`src/rtl/max7219_ctrl.sv`:
```
// MAX7219/7221 command sequencer: fixed init sequence, then streams changed rows and brightness words.
// Latency: a pending word is loaded one cycle after o_spi_wr is low; acceptance is one edge at the earliest.
// Backpressure: each word is held on o_spi_data/o_spi_wr until a cycle with i_spi_busy low.
module max7219_ctrl #(
    parameter logic [3:0] INTENSITY  = 4'h8,
    parameter logic [2:0] SCAN_LIMIT = 3'd7
) (
    input  logic        i_clk,
    input  logic        i_rst,
    input  logic        i_fb_we,
    input  logic [2:0]  i_fb_row,
    input  logic [7:0]  i_fb_data,
    input  logic        i_int_we,
    input  logic [3:0]  i_int,
    output logic [15:0] o_spi_data,
    output logic        o_spi_wr,
    input  logic        i_spi_busy,
    output logic        o_init_done,
    output logic        o_idle
);

    typedef enum logic [1:0] {
        ST_INIT  = 2'd0,
        ST_SCHED = 2'd1,
        ST_SEND  = 2'd2
    } state_t;

    state_t      state_q;
    logic [2:0]  init_idx_q;
    logic [15:0] spi_data_q;
    logic        spi_wr_q;
    logic        init_done_q;

    logic [7:0]  fb_q [8];
    logic [7:0]  dirty_q, dirty_d;
    logic [3:0]  int_q, int_d;
    logic        int_pend_q, int_pend_d;

    logic        accept;
    logic        load_int;
    logic        load_row;
    logic [2:0]  dirty_row;
    logic [15:0] init_word;
    logic [7:0]  row_addr;

    assign accept   = spi_wr_q & ~i_spi_busy;
    assign row_addr = {5'b0, dirty_row} + 8'd1;

    // Init word table; the intensity word uses the live brightness register.
    always_comb begin
        init_word = 16'h0C01;
        case (init_idx_q)
            3'd0:    init_word = 16'h0C01;
            3'd1:    init_word = {8'h0B, 5'b0, SCAN_LIMIT};
            3'd2:    init_word = 16'h0900;
            3'd3:    init_word = {8'h0A, 4'b0, int_q};
            3'd4:    init_word = 16'h0F00;
            default: init_word = 16'h0F00;
        endcase
    end

    // Lowest-index dirty row (only meaningful when some dirty bit is set).
    always_comb begin
        dirty_row = 3'd0;
        for (int i = 7; i >= 0; i--) begin
            if (dirty_q[i]) begin
                dirty_row = 3'(i);
            end
        end
    end

    // Scheduler decision plus dirty/pending next state; a same-edge write beats the clear.
    always_comb begin
        load_int = 1'b0;
        load_row = 1'b0;
        if (state_q == ST_SCHED && !spi_wr_q) begin
            if (int_pend_q) begin
                load_int = 1'b1;
            end else if (|dirty_q) begin
                load_row = 1'b1;
            end
        end

        dirty_d = dirty_q;
        if (load_row) begin
            dirty_d[dirty_row] = 1'b0;
        end
        if (i_fb_we) begin
            dirty_d[i_fb_row] = 1'b1;
        end

        int_pend_d = int_pend_q;
        if (load_int) begin
            int_pend_d = 1'b0;
        end
        if (i_int_we) begin
            int_pend_d = 1'b1;
        end

        int_d = i_int_we ? i_int : int_q;
    end

    // Framebuffer, dirty bits and brightness register; writes are taken in every state.
    always_ff @(posedge i_clk) begin
        if (i_rst) begin
            for (int i = 0; i < 8; i++) begin
                fb_q[i] <= 8'h00;
            end
            dirty_q    <= 8'hFF;
            int_q      <= INTENSITY;
            int_pend_q <= 1'b0;
        end else begin
            if (i_fb_we) begin
                fb_q[i_fb_row] <= i_fb_data;
            end
            dirty_q    <= dirty_d;
            int_q      <= int_d;
            int_pend_q <= int_pend_d;
        end
    end

    // Command FSM: owns the registered word, write request and init-done flag.
    always_ff @(posedge i_clk) begin
        if (i_rst) begin
            state_q     <= ST_INIT;
            init_idx_q  <= 3'd0;
            spi_data_q  <= 16'h0000;
            spi_wr_q    <= 1'b0;
            init_done_q <= 1'b0;
        end else begin
            case (state_q)
                ST_INIT: begin
                    if (!spi_wr_q) begin
                        spi_data_q <= init_word;
                        spi_wr_q   <= 1'b1;
                    end else if (accept) begin
                        spi_wr_q <= 1'b0;
                        if (init_idx_q == 3'd4) begin
                            init_done_q <= 1'b1;
                            state_q     <= ST_SCHED;
                        end else begin
                            init_idx_q <= init_idx_q + 3'd1;
                        end
                    end
                end
                ST_SCHED: begin
                    if (load_int) begin
                        spi_data_q <= {8'h0A, 4'b0, int_q};
                        spi_wr_q   <= 1'b1;
                        state_q    <= ST_SEND;
                    end else if (load_row) begin
                        spi_data_q <= {row_addr, fb_q[dirty_row]};
                        spi_wr_q   <= 1'b1;
                        state_q    <= ST_SEND;
                    end
                end
                ST_SEND: begin
                    if (accept) begin
                        spi_wr_q <= 1'b0;
                        state_q  <= ST_SCHED;
                    end
                end
                default: begin
                    state_q  <= ST_INIT;
                    spi_wr_q <= 1'b0;
                end
            endcase
        end
    end

    assign o_spi_data  = spi_data_q;
    assign o_spi_wr    = spi_wr_q;
    assign o_init_done = init_done_q;
    assign o_idle      = init_done_q & ~spi_wr_q & ~int_pend_q & ~(|dirty_q);

endmodule

```
`config.mk`:
```
export PLATFORM = sky130hd
export DESIGN_NAME = max7219_ctrl
export DESIGN_NICKNAME = d
export VERILOG_FILES = /design/src/rtl/max7219_ctrl.sv
export SDC_FILE = /design/constraint.sdc
export NUM_CORES = 1
export LEC_CHECK = 0
export ABC_AREA = 1
export BUFFER_PORTS_ARGS = -buffer_cell sky130_fd_sc_hd__buf_2
export CAP_MARGIN = 20
export CORE_AREA = 8 8 97 99
export DETAILED_ROUTE_END_ITERATION = 8
export DIE_AREA = 0 0 105 107
export MAX_ROUTING_LAYER = met4
export PLACE_DENSITY_LB_ADDON = 0.3
export SYNTH_ARGS = -nofsm -noshare
export SYNTH_HDL_FRONTEND = slang
export SYNTH_SLANG_ARGS = --single-unit
```
`constraint.sdc`:
```
create_clock -name i_clk -period 3.35 [get_ports i_clk]
set_clock_uncertainty 0.1 [all_clocks]
set_input_delay 0.335 -clock i_clk [delete_from_list [all_inputs] [get_ports i_clk]]
set_output_delay 0.335 -clock i_clk [all_outputs]
set_load 0.01 [all_outputs]
```
==> impl_results.md, run 1 <==
- I/O pins: 39
- Cts hold-fix bufs: 0
- Worst skew pair latency: ~0.37 ns
- Rows: 33
- Die area: approximately 11000 sq um
- H-tree depth reported by CTS: 3
- DR WL/cell: approximately 16 um
- Commonest non-fill, non-tap cell in the layout: nand2_1
- Clock-pin transition on the worst setup and hold timing paths: around 0.090 ns
- Highest Clock Rate: 0.460 GHz
- Largest net degree at the start of global routing: 32
- Slew margin rel.: 58.0%
- Global-route usage over all layers: between 20% and 30%
- Width of the die: 105 um
- Crit-path max FO: 31
- MaxCap Viol Count: 0
- Area of the multi-input gates: ~1700 sq um
- Crit path time final: ~2.2 ns
- ANT cells: 0
- Worst path required time: between 3 and 4 ns
- Synth Warn #: 0
- Synth Instances: 557
- Share of layout cells above drive strength 1: ~12%
- Root Buffer: clkbuf_8
- CTS Sinks: 96
- Die outline height: approximately 110 um
- Power share of the combinational group: 10.4%
- Vias in the first global route: around 3800
- Global-route wire length before repair: approximately 19000 um
- Sequential share of power: ~60%
- Unique masters post-synth: 33
- Status: complete, no violations
- DR vias: approximately 3800
- Sw Pwr: a little over 0.0006 W
- Final ANT Viol Nets: 0
- Initial drt markers: between 300 and 400
- Cell leakage power: roughly 2.3 nW
- Net Sw Frac: between 20% and 30%
- RSZ-0062 raised after global routing: false
- Mapped cell area: about 4600 sq um
- CTS resizes: 0
- CTS Buffer Depth: 2
- Syn avg cell area: around 8.3 sq um
- Sequential cell area: ~2600 sq um
- Area growth syn-to-layout: 8.30%
- DP HPWL: approximately 8000 um
- Grt ovf: 0
- Hold slack: between 0.08 and 0.09 ns
- Period utilisation layout: ~65%
- Pre-antenna DRT Iters: 5
- Final cell count without fillers: ~700
- Final setup fails: 0
- Via-to-Cell Ratio: 5.49
- Number of remaining DRC errors: 0
- # nets final: 614
- Sequential cell area fraction in the yosys report: between 50 and 60%
- Fillers: about 730
- CTS tree: done
- Hold Violations, Final: 0
- Final slew viol count: 0
- Tightest Hold Check Type: in -> reg
- Least-Margin Pin Slew: about 0.63 ns
- Power per Cell Area: ~460 nW/um^2
- Clock network power share: 29.8%
- Overall routed net length: between 10000 and 15000 um
- P_int: around 0.0017 W
- Antenna violations before repair: 0
- GP Congestion: 0.906
- IO buf count: 34
- Dpl cells: between 600 and 700
- Kind of critical path: reg -> reg
- Worst setup EP type: flop
- Number of synthesized register bits: 96
- Most frequent cells in the layout: 131 x nand2_1, 112 x nor2_1, 64 x edfxtp_1
- Maximum VDD drop: 0.285 mV
- CP arrival: ~2.3 ns
- Setup TNS: 0 ns
- Setup crit start kind: flop
- Num CTS Buffers: 9
- Starting density of the core: 58.6%
- Postcts setup bufs: 0
- Placeable Area: between 7000 and 8000 sq um
state kept, by name, summed over array words and instances (netlist names):
signal and flops:
int_q 4, o_init_done 1, init_idx_q 3, dirty_q 8, o_spi_data 12, fb_q 64
state_q 2, int_pend_q 1, o_spi_wr 1
logic make-up (layout without fill, tap and decap cells):
kind of cell	Yosys count	after routing	synth area share, %
other	1	4	0.0807
adder cells (fa/ha/maj)	6	6	1.62
flip-flops	96	96	55.2
XOR/XNOR	1	1	0.189
buffers and inverters	84	117	7.49
AO/OA/AOI/OAI	57	57	7.03
AND/OR/NAND/NOR	312	312	28.4
final timing paths:
check / start / endpoint / slack, ns / depth (start not counted)
worst min register to register: o_spi_data[7]$_SDFFE_PP0P_ / o_spi_data[7]$_SDFFE_PP0P_ / 0.38 / 2
worst max register to register: dirty_q[6]$_SDFF_PP1_ / o_spi_data[0]$_SDFFE_PP0P_ / 1.18 / 15
worst min-delay path: i_int[2] / int_q[2]$_SDFFE_PP0P_ / 0.09 / 3
worst max-delay path: dirty_q[6]$_SDFF_PP1_ / o_spi_data[0]$_SDFFE_PP0P_ / 1.18 / 15
routing by layer:
metal / routed length [um] / up-vias / track usage [%]
li1: - / 1846 / -
met3: 1010 / 22 / 5.70
met5: 0 / - / -
met1: 4800 / 1793 / 25.5
met2: 5250 / 169 / 35.0
met4: 261 / 0 / 9.28
area by class of cell:
type                       instances  share of cell area, %
clock buffer                      11                   2.61
inverter                          66                   4.92
multi-input combinational        380                   34.7
tap                              105                   2.61
timing repair buffer              35                   3.53
sequential                        96                   50.9
clock inverter                     5                  0.671
metrics by stage:
stage	total power, W	utilization [%]	worst slack (ns)	area (sq um)
after floorplan	0.00155	-	1.60	4660
after global placement	0.00163	61.4	1.30	4870
after detailed placement	0.00163	61.4	1.23	4870
after CTS	0.00229	63.5	1.20	5030
after global routing	0.00238	63.5	0.957	5030
final	0.00229	63.5	1.18	5030
cell usage after synthesis:
cell type	instances	area, sq um
a221oi_2	1	15.0
nor2_4	4	45.0
a31oi_1	3	18.8
nand3_2	1	10.0
a21oi_4	1	16.3
buf_4	4	30.0
xnor2_1	1	8.76
o31ai_1	1	7.51
nand3b_1	5	37.5
buf_6	1	11.3
o2111ai_1	1	8.76
nor2_2	2	12.5
inv_2	8	30.0
dfxtp_1	32	641
a21oi_1	22	110
nand2_1	131	492
conb_1	1	3.75
nor3_1	1	5.00
buf_1	1	3.75
a211oi_1	1	7.51
o21bai_1	3	22.5
edfxtp_1	64	1920
buf_2	8	40.0
ha_1	6	75.1
nand2_2	4	25.0
inv_1	58	218
o21ai_1	9	45.0
nand3_1	49	245
o21ai_0	15	75.1
nor4_1	1	6.26
clkbuf_1	4	15.0
nand2_4	2	22.5
nor2_1	112	420
critical path: stages, from the launching register on:
cell and delay (ns):
dfxtp_1 0.35, inv_1 0.06, nand2_1 0.06, nand2_1 0.05
nand2_1 0.05, nand2_1 0.05, nand2_2 0.10, nand2_4 0.15
nand2_2 0.48, nand2_1 0.11, nand3_1 0.09, nand2_1 0.05
nor2_1 0.14, nand2_1 0.09, nand2_1 0.07, a21oi_1 0.05
power groups by stage:
stage	Combinational [W]	Clock [W]	Sequential, W
finish	0.000238	0.000681	0.00137
global placement	0.000232	0	0.00139
CTS	0.000238	0.000681	0.00137
global route	0.000272	0.000727	0.00138
floorplan	0.000160	0	0.00139
detailed placement	0.000237	0	0.00140
(Power assumes the default switching activity.)
==> inputs of run 2 (changes only) <==
--- a/config.mk
+++ b/config.mk
@@ -5,12 +5,12 @@
 export SDC_FILE = /design/constraint.sdc
 export NUM_CORES = 1
 export LEC_CHECK = 0
-export ABC_AREA = 1
+export ABC_AREA = 0
 export BUFFER_PORTS_ARGS = -buffer_cell sky130_fd_sc_hd__buf_2
 export CAP_MARGIN = 20
-export CORE_AREA = 8 8 97 99
+export CORE_AREA = 8 8 98 100
 export DETAILED_ROUTE_END_ITERATION = 8
-export DIE_AREA = 0 0 105 107
+export DIE_AREA = 0 0 106 108
 export MAX_ROUTING_LAYER = met4
 export PLACE_DENSITY_LB_ADDON = 0.3
 export SYNTH_ARGS = -nofsm -noshare
==> constraint.sdc (replaced) <==
create_clock -name i_clk -period 2.1 [get_ports i_clk]
set_clock_uncertainty 0.1 [all_clocks]
set_input_delay 0.21 -clock i_clk [delete_from_list [all_inputs] [get_ports i_clk]]
set_output_delay 0.21 -clock i_clk [all_outputs]
set_load 0.01 [all_outputs]
==> run 2 against run 1 <==
Effect of this change:
- maximum frequency up 7.1%
- area after synthesis down 0.73%
- die area up 1.9%
- synthesized cell count down 21%
- sequential share of layout area down 2.5 points
- non-clock buffer count up 28
- hold slack worse by 0.039 ns
- setup slack worse by 1.1 ns
- register-to-register slack worse by 1.1 ns
- critical path type unchanged
==> impl_results.md, run 2 <==
- Status: complete, no violations (unchanged)
- Largest net degree at the start of global routing: 31 (was 32)
- Area of the multi-input gates: 1980 sq um (was 1750 sq um)
- Final Util: 65.8% (was 63.5%)
- Crit path time final: 2.03 ns (was 2.17 ns)
- Root Buffer: clkbuf_8 (unchanged)
- Final ANT Viol Nets: 0 (unchanged)
- Async set or reset register ratio after synthesis: 0% (unchanged)
- DP HPWL: 8170 um (was 8160 um)
- Number of flops mapped to enable cells by yosys: 64 (unchanged)
- Tightest Hold Check Type: in -> reg (unchanged)
- ANT cells: 0 (unchanged)
- IO buf count: 34 (unchanged)
- Hold depth: 3 (unchanged)
- Overall routed net length: 11100 um (was 11300 um)
- Ys flop type: edfxtp_1 (unchanged)
- Slowest stage delay, CP: 0.41 ns (was 0.48 ns)
- Kind of critical path: reg -> reg (unchanged)
- Top cells by count, synth: 66 x and2_1, 64 x edfxtp_1, 48 x nand2_1 (was 131 x nand2_1, 112 x nor2_1, 64 x edfxtp_1)
- Area growth syn-to-layout: 14.8% (was 8.30%)
- DR WL/cell: 18.3 um (was 16.2 um)
- Vias in the first global route: 3445 (was 3802)
- P_int: 0.00278 W (was 0.00168 W)
- CP arrival: 2.17 ns (was 2.33 ns)
- Unique masters post-synth: 50 (was 33)
- Highest Clock Rate: 0.493 GHz (was 0.460 GHz)
- I/O pins: 39 (unchanged)
- Synth Instances: 439 (was 557)
- Number of remaining DRC errors: 0 (unchanged)
- Clock network power share: 32.5% (was 29.8%)
- Final cell count without fillers: 608 (was 698)
- MaxCap Viol Count: 0 (unchanged)
- Worst setup EP type: flop (unchanged)
- Initial drt markers: 228 (was 302)
- Sw Pwr: 0.000833 W (was 0.000608 W)
- Global-route wire length before repair: 17500 um (was 18800 um)
- Via-to-Cell Ratio: 5.74 (was 5.49)
- Clock-pin transition on the worst setup and hold timing paths: 0.09 ns (about the same)
- Slowest CP cell: o41a_1 (was nand2_2)
- Max reg flops: 64 (unchanged)
- Grt ovf: 0 (unchanged)
- Final setup fails: 0 (unchanged)
- Antenna violations before repair: 0 (unchanged)
- Power per Cell Area: 681 nW/um^2 (was 455 nW/um^2)
- Fillers: 650 (was 728)
- Synth top area cells: edfxtp_1 42%, dfxtp_1 14%, and2_1 9.0% (was edfxtp_1 41%, dfxtp_1 14%, nand2_1 11%)
- Number of synthesized register bits: 96 (unchanged)
- Worst path required time: 2.24 ns (was 3.50 ns)
- Pre-antenna DRT Iters: 4 (was 5)
- H-tree depth reported by CTS: 3 (unchanged)
- Die outline height: 108 um (was 107 um)
- CTS Buffer Depth: 2 (unchanged)
- FF-to-FF setup slack: 0.07 ns (was 1.18 ns)
- Sequential share of power: 59.7% (was 59.8%)
- Biggest register: fb_q (unchanged)
- Dpl cells: 587 (was 682)
- Hold path start: i_int_we (was i_int[2])
- Hold Violations, Final: 0 (unchanged)
- Maximum VDD drop: 0.477 mV (was 0.285 mV)
- Width of the die: 106 um (was 105 um)
- Final slew viol count: 0 (unchanged)
- Die area: 11400 sq um (was 11200 sq um)
- Reg-to-Reg End: o_spi_data[3]$_SDFFE_PP0P_ (was o_spi_data[0]$_SDFFE_PP0P_)
- CTS Sinks: 96 (unchanged)
- Reg-to-reg startpoint: dirty_q[7]$_SDFF_PP1_ (was dirty_q[6]$_SDFF_PP1_)
- Worst R2R Path Depth: 9 (was 15)
- Synth Warn #: 0 (unchanged)
- Placeable Area: 8050 sq um (was 7930 sq um)
- Power share of the combinational group: 7.8% (was 10.4%)
- # nets final: 524 (was 614)
- Setup crit start kind: flop (unchanged)
- Rows: 33 (unchanged)
- GP Congestion: 0.899 (was 0.906)
- Post-synth top area share: 41.7% (was 41.4%)
- Commonest non-fill, non-tap cell in the layout: and2_1 (was nand2_1)
- Leading area contributor after synthesis: edfxtp_1 (unchanged)
- Sequential cell area fraction in the yosys report: 55.6% (was 55.2%)
- Most frequent cells in the layout: 65 x and2_1, 64 x edfxtp_1, 47 x nand2_1 (was 131 x nand2_1, 112 x nor2_1, 64 x edfxtp_1)
- DR vias: 3492 (was 3830)
- Worst skew pair latency: 0.36 ns (was 0.37 ns)
- Net Sw Frac: 23.1% (was 26.6%)
- Most frequent cell after synthesis: and2_1 (was nand2_1)
- CTS tree: done (unchanged)
- Sequential cell area: 2570 sq um (was 2560 sq um)
- Hold endpoint: int_pend_q$_SDFFE_PP0P_ (was int_q[2]$_SDFFE_PP0P_)
- Crit-path max FO: 20 (was 31)
- Num CTS Buffers: 9 (unchanged)
- Period utilisation layout: 96.6% (was 64.9%)
- Global-route usage over all layers: 20.3% (was 21.8%)
- Cell Chain, Critical Path: nor2b_1, o21ai_2, and2_4, buf_12, inv_4, buf_4, nand2_1, a21oi_1, o41a_1 (was inv_1, nand2_1, nand2_1, nand2_1, nand2_1, nand2_2, nand2_4, nand2_2, nand2_1, nand3_1, nand2_1, nor2_1, nand2_1, nand2_1, a21oi_1)
- Mapped cell area: 4610 sq um (was 4650 sq um)
- Share of layout cells above drive strength 1: 19.3% (was 12.1%)
- Starting density of the core: 57.3% (was 58.6%)
- Cell leakage power: 2.09 nW (was 2.27 nW)
- Syn avg cell area: 10.5 sq um (was 8.34 sq um)
- Crit path from: dirty_q[7]$_SDFF_PP1_ (was dirty_q[6]$_SDFF_PP1_)
==> run 2: cell count changes after synthesis, sizes merged, moves of 10 or more <==
cell,before,now
nand3,50,9
nand2b,0,14
mux2i,0,13
nand2,137,48
a211oi,1,11
and2,0,66
inv,66,7
nor2,118,33
==> run 2: what timing repair did <==
action                                 CTS  global route
setup buffers                            1             0
setup endpoints to repair                8             9
pin swaps                                1             0
gates resized for setup                  2            12
hold buffers                             4             0
endpoints found under the hold margin    4             0
==> run 2: per-stage QoR <==
step	cell area, sq um	setup WS [ns]	hold slack (ns)	TNS [ns]	total power (W)
floorplan	4620	0.0978	0.232	0	0.00235
detailed placement	5010	-0.0369	0.328	-0.0787	0.00247
finish	5300	0.0707	0.0507	0	0.00361
global placement	5010	0.0334	0.323	0	0.00246
global route	5300	-0.00872	0.0519	-0.0111	0.00373
CTS	5250	0.0226	0.0338	0	0.00361
==> run 2: worst max-delay path: cells and delay by family (launching register included) <==
family / cells / cell delay [ns]
flip-flops: 1 / 0.36
AO/OA/AOI/OAI: 3 / 0.62
AND/OR/NAND/NOR: 3 / 0.41
buffers and inverters: 3 / 0.43
==> run 2: area by class of cell <==
cell class | instances | area share [%]
Clock buffer | 13 | 2.62
Clock inverter | 3 | 0.827
Inverter | 7 | 0.543
Multi-Input combinational cell | 321 | 37.3
Sequential cell | 96 | 48.5
Tap cell | 105 | 2.48
Timing Repair Buffer | 63 | 7.75
==> run 2: per-layer routing <==
| layer | share of wire [%] | routed length [um] | up-vias | track usage [%] |
|---|---|---|---|---|
| met4 | 2.5 | 273 | 0 | 9.25 |
| met1 | 42 | 4640 | 1673 | 23.7 |
| met2 | 49 | 5460 | 132 | 33.0 |
| met3 | 6.9 | 764 | 19 | 4.70 |
| met5 | 0 | 0 | - | - |
| li1 | - | - | 1668 | - |
==> run 2: kinds of logic (layout without fill, tap and decap cells) <==
family	Yosys count	count (layout)	synth area share (%)
other cells	1	4	0.0813
buf+inv	25	86	3.01
flops	96	96	55.6
compound gates	95	95	13.7
simple gates	201	201	22.8
xor+xnor	2	2	0.380
fa+ha+maj	6	6	1.63
mux	13	13	2.82
==> run 2: how the worst max path moves through the flow <==
stage | end | cells past startpoint | slack, ns
floorplan | o_spi_data[9]$_SDFFE_PP0P_ | 11 | 0.1
global placement | o_spi_data[7]$_SDFFE_PP0P_ | 6 | 0.03
detailed placement | o_spi_data[7]$_SDFFE_PP0P_ | 6 | -0.04
CTS | o_idle | 5 | 0.02
global route | o_spi_data[10]$_SDFFE_PP0P_ | 9 | -0.009
finish | o_spi_data[3]$_SDFFE_PP0P_ | 9 | 0.07
==> run 2: power by group through the flow <==
stage | combinational (W) | sequential (W) | clock [W]
2_1_floorplan | 0.000169 | 0.00219 | 0
3_3_place_gp | 0.000268 | 0.00219 | 0
3_5_place_dp | 0.000275 | 0.00220 | 0
4_1_cts | 0.000282 | 0.00215 | 0.00118
5_1_grt | 0.000311 | 0.00216 | 0.00126
6_report | 0.000282 | 0.00215 | 0.00117
==> inputs of run 3 (changes only) <==
--- a/config.mk
+++ b/config.mk
@@ -8,9 +8,9 @@
 export ABC_AREA = 0
 export BUFFER_PORTS_ARGS = -buffer_cell sky130_fd_sc_hd__buf_2
 export CAP_MARGIN = 20
-export CORE_AREA = 8 8 98 100
+export CORE_AREA = 3 3 92 94
 export DETAILED_ROUTE_END_ITERATION = 8
-export DIE_AREA = 0 0 106 108
+export DIE_AREA = 0 0 95 97
 export MAX_ROUTING_LAYER = met4
 export PLACE_DENSITY_LB_ADDON = 0.3
 export SYNTH_ARGS = -nofsm -noshare
==> constraint.sdc (replaced) <==
create_clock -name i_clk -period 2.5 [get_ports i_clk]
set_clock_uncertainty 0.1 [all_clocks]
set_input_delay 0.25 -clock i_clk [delete_from_list [all_inputs] [get_ports i_clk]]
set_output_delay 0.25 -clock i_clk [all_outputs]
set_load 0.01 [all_outputs]
==> run 3 against run 2 <==
Effect of this change:
- global-route usage is 6.5 points higher
- hold slack worse by 0.022 ns
- routed wire length increased by 3.1%
- first-iteration DRC count is 29% higher
- sequential share of layout area grew 1.5 points
- design area fell by 3.2%
- register-to-register slack better by 0.12 ns
- maximum frequency decreased by 12%
- flip-flop and latch count did not move
- utilization grew 0.57 points
- sequential power fell by 16%
- critical path type unchanged
- largest cell class unchanged
==> impl_results.md, run 3 (same netlist as run 2, synthesis figures left out) <==
- Hold path start: i_int[0] (was i_int_we)
- Setup crit start kind: flop (unchanged)
- Family with the most delay on the worst path: compound AO/OA/AOI/OAI gates (unchanged)
- Net Sw Frac: 23.3% (was 23.1%)
- Area growth syn-to-layout: 11.2% (was 14.8%)
- Setup TNS: 0 ns (unchanged)
- CTS tree: done (unchanged)
- Cts hold-fix bufs: 1 (was 4)
- Cell Chain, Critical Path: nor2b_1, o21bai_2, and2_1, buf_12, mux2i_1, o22ai_1, o41a_1 (was nor2b_1, o21ai_2, and2_4, buf_12, inv_4, buf_4, nand2_1, a21oi_1, o41a_1)
- Buf+Inv Stages, Crit Path: 1 (was 3)
- P_int: 0.00232 W (was 0.00278 W)
- DP HPWL: 8290 um (was 8170 um)
- Worst setup EP type: flop (unchanged)
- Dpl cells: 575 (was 587)
- RSZ-0062 raised after global routing: false
- Worst R2R Path Depth: 7 (was 9)
- Grt ovf: 0 (unchanged)
- Sw Pwr: 0.000708 W (was 0.000833 W)
- Hold depth: 3 (unchanged)
- Sequential share of power: 59.8% (was 59.7%)
- Slew margin rel.: 46.8%
- Final ANT Viol Nets: 0 (unchanged)
- Kind of critical path: reg -> reg (unchanged)
- IO buf count: 34 (unchanged)
- Hold slack: 0.0291 ns (was 0.0507 ns)
- Share of layout cells above drive strength 1: 15.3% (was 19.3%)
- Die area: 9220 sq um (was 11400 sq um)
- Least-Margin Pin Slew: a little under 0.8 ns
- Largest net degree at the start of global routing: 32 (was 31)
- GP Congestion: 0.950 (was 0.899)
- MaxCap Viol Count: 0 (unchanged)
- Antenna violations before repair: 0 (unchanged)
- # nets final: 511 (was 524)
- Power share of the combinational group: 7.8% (about the same)
- Starting density of the core: 59.7% (was 57.3%)
- Crit path time final: 2.31 ns (was 2.03 ns)
- Vias in the first global route: 3426 (was 3445)
- Most frequent cells in the layout: 66 x and2_1, 64 x edfxtp_1, 48 x nand2_1 (was 65 x and2_1, 64 x edfxtp_1, 47 x nand2_1)
- Num CTS Buffers: 9 (unchanged)
- Final slew viol count: 0 (unchanged)
- Crit-path max FO: 31 (was 20)
- Clock network power share: 32.4% (was 32.5%)
- Final worst slack: 0.193 ns (was 0.0707 ns)
- FF-to-FF setup slack: 0.19 ns (was 0.07 ns)
- Die outline height: 97 um (was 108 um)
- Hold Violations, Final: 0 (unchanged)
- Width of the die: 95 um (was 106 um)
- Status: complete, no violations (unchanged)
- Worst skew pair latency: 0.35 ns (was 0.36 ns)
- Postcts setup bufs: 0 (was 1)
- Overall routed net length: 11500 um (was 11100 um)
- DR WL/cell: 19.4 um (was 18.3 um)
- Root Buffer: clkbuf_8 (unchanged)
- Pre-antenna DRT Iters: 5 (was 4)
- Placeable Area: 7730 sq um (was 8050 sq um)
- Max reg flops: 64 (unchanged)
- Final cell count without fillers: 592 (was 608)
- Rows: 32 (was 33)
- ANT cells: 0 (unchanged)
- CTS Buffer Depth: 2 (unchanged)
- Final Util: 66.4% (was 65.8%)
- Slowest CP cell: o41a_1 (unchanged)
- Clock-pin transition on the worst setup and hold timing paths: 0.09 ns (about the same)
- Setup WS pre-CTS: 0.258 ns (was -0.0369 ns)
- I/O pins: 39 (unchanged)
- Initial drt markers: 295 (was 228)
- Maximum VDD drop: 0.385 mV (was 0.477 mV)
- Period utilisation layout: 92.3% (was 96.6%)
- CP arrival: 2.45 ns (was 2.17 ns)
- Reg-to-Reg End: o_spi_data[3]$_SDFFE_PP0P_ (unchanged)
- Cell leakage power: 1.99 nW (was 2.09 nW)
- CTS Sinks: 96 (unchanged)
- Via-to-Cell Ratio: 5.90 (was 5.74)
- CTS resizes: 0 (was 2)
- Power per Cell Area: 591 nW/um^2 (was 681 nW/um^2)
- H-tree depth reported by CTS: 3 (unchanged)
- Commonest non-fill, non-tap cell in the layout: and2_1 (unchanged)
- Global-route usage over all layers: 26.8% (was 20.3%)
- Number of remaining DRC errors: 0 (unchanged)
- Worst path required time: 2.64 ns (was 2.24 ns)
- Slowest stage delay, CP: 0.41 ns (about the same)
- Reg-to-reg startpoint: dirty_q[3]$_SDFF_PP1_ (was dirty_q[7]$_SDFF_PP1_)
- Final setup fails: 0 (unchanged)
- Tightest Hold Check Type: in -> reg (unchanged)
- Global-route wire length before repair: 18000 um (was 17500 um)
- Biggest register: fb_q (unchanged)
- Highest Clock Rate: 0.434 GHz (was 0.493 GHz)
- Hold endpoint: int_q[0]$_SDFFE_PP0P_ (was int_pend_q$_SDFFE_PP0P_)
- DR vias: 3494 (was 3492)
-- run 3: changes by cell type in the layout (fill, tap and decap cells not counted), moves of 2 or more --
cell           before  now
buf_4              24   14
a211oi_1            8   11
a211oi_2            3    0
dfxtp_1            29   32
dfxtp_2             3    0
dlygate4sd3_1       4    1
nor4_2              0    2
nor4_4              2    0
-- run 3: cell type report --
cell class / instances / area, sq um
Clock buffer: 13 / 139
Clock inverter: 3 / 42.5
Fill cell: 617 / 2600
Inverter: 7 / 28.8
Multi-Input combinational cell: 321 / 1920
Sequential cell: 96 / 2560
Tap cell: 102 / 128
Timing Repair Buffer: 50 / 305
-- run 3: metal layers --
layer	routed length (um)	GRT usage (%)	vias up	part of all wire, %
met4	158	6.44	0	1.4
met3	739	4.74	16	6.4
li1	-	-	1649	-
met1	5050	37.1	1693	44
met2	5550	41.4	136	48
met5	0	-	-	0
-- run 3: worst register-to-register path: cells and delay by family (launching register included) --
kind / cells / cell delay [ns]
AO/OA/AOI/OAI: 3 / 0.76
buffers and inverters: 1 / 0.23
flip-flops: 1 / 0.36
multiplexers: 1 / 0.26
AND/OR/NAND/NOR: 2 / 0.47
-- run 3: power groups by stage --
stage / clock network [W] / logic (W) / registers [W]
2_1_floorplan: 0 / 0.000142 / 0.00184
3_3_place_gp: 0 / 0.000223 / 0.00185
3_5_place_dp: 0 / 0.000231 / 0.00185
4_1_cts: 0.000991 / 0.000233 / 0.00181
5_1_grt: 0.00107 / 0.000259 / 0.00182
6_report: 0.000983 / 0.000235 / 0.00181
-- run 3: worst max path at each step --
stage	from	endpoint	slack (ns)	cells after the start
after floorplan	dirty_q[3]$_SDFF_PP1_	o_spi_data[9]$_SDFFE_PP0P_	0.50	11
after global placement	dirty_q[2]$_SDFF_PP1_	o_spi_data[3]$_SDFFE_PP0P_	0.35	7
after detailed placement	dirty_q[2]$_SDFF_PP1_	o_spi_data[3]$_SDFFE_PP0P_	0.26	7
after CTS	dirty_q[3]$_SDFF_PP1_	o_spi_data[3]$_SDFFE_PP0P_	0.24	7
after global routing	dirty_q[6]$_SDFF_PP1_	o_spi_data[3]$_SDFFE_PP0P_	0.12	7
final	dirty_q[3]$_SDFF_PP1_	o_spi_data[3]$_SDFFE_PP0P_	0.19	7
-- run 3: metrics by stage --
| step | instance area (sq um) | total power [W] |
|---|---|---|
| global placement | 4940 | 0.00207 |
| floorplan | 4620 | 0.00198 |
| global route | 5130 | 0.00315 |
| detailed placement | 4940 | 0.00208 |
| finish | 5130 | 0.00303 |
| CTS | 5130 | 0.00304 |
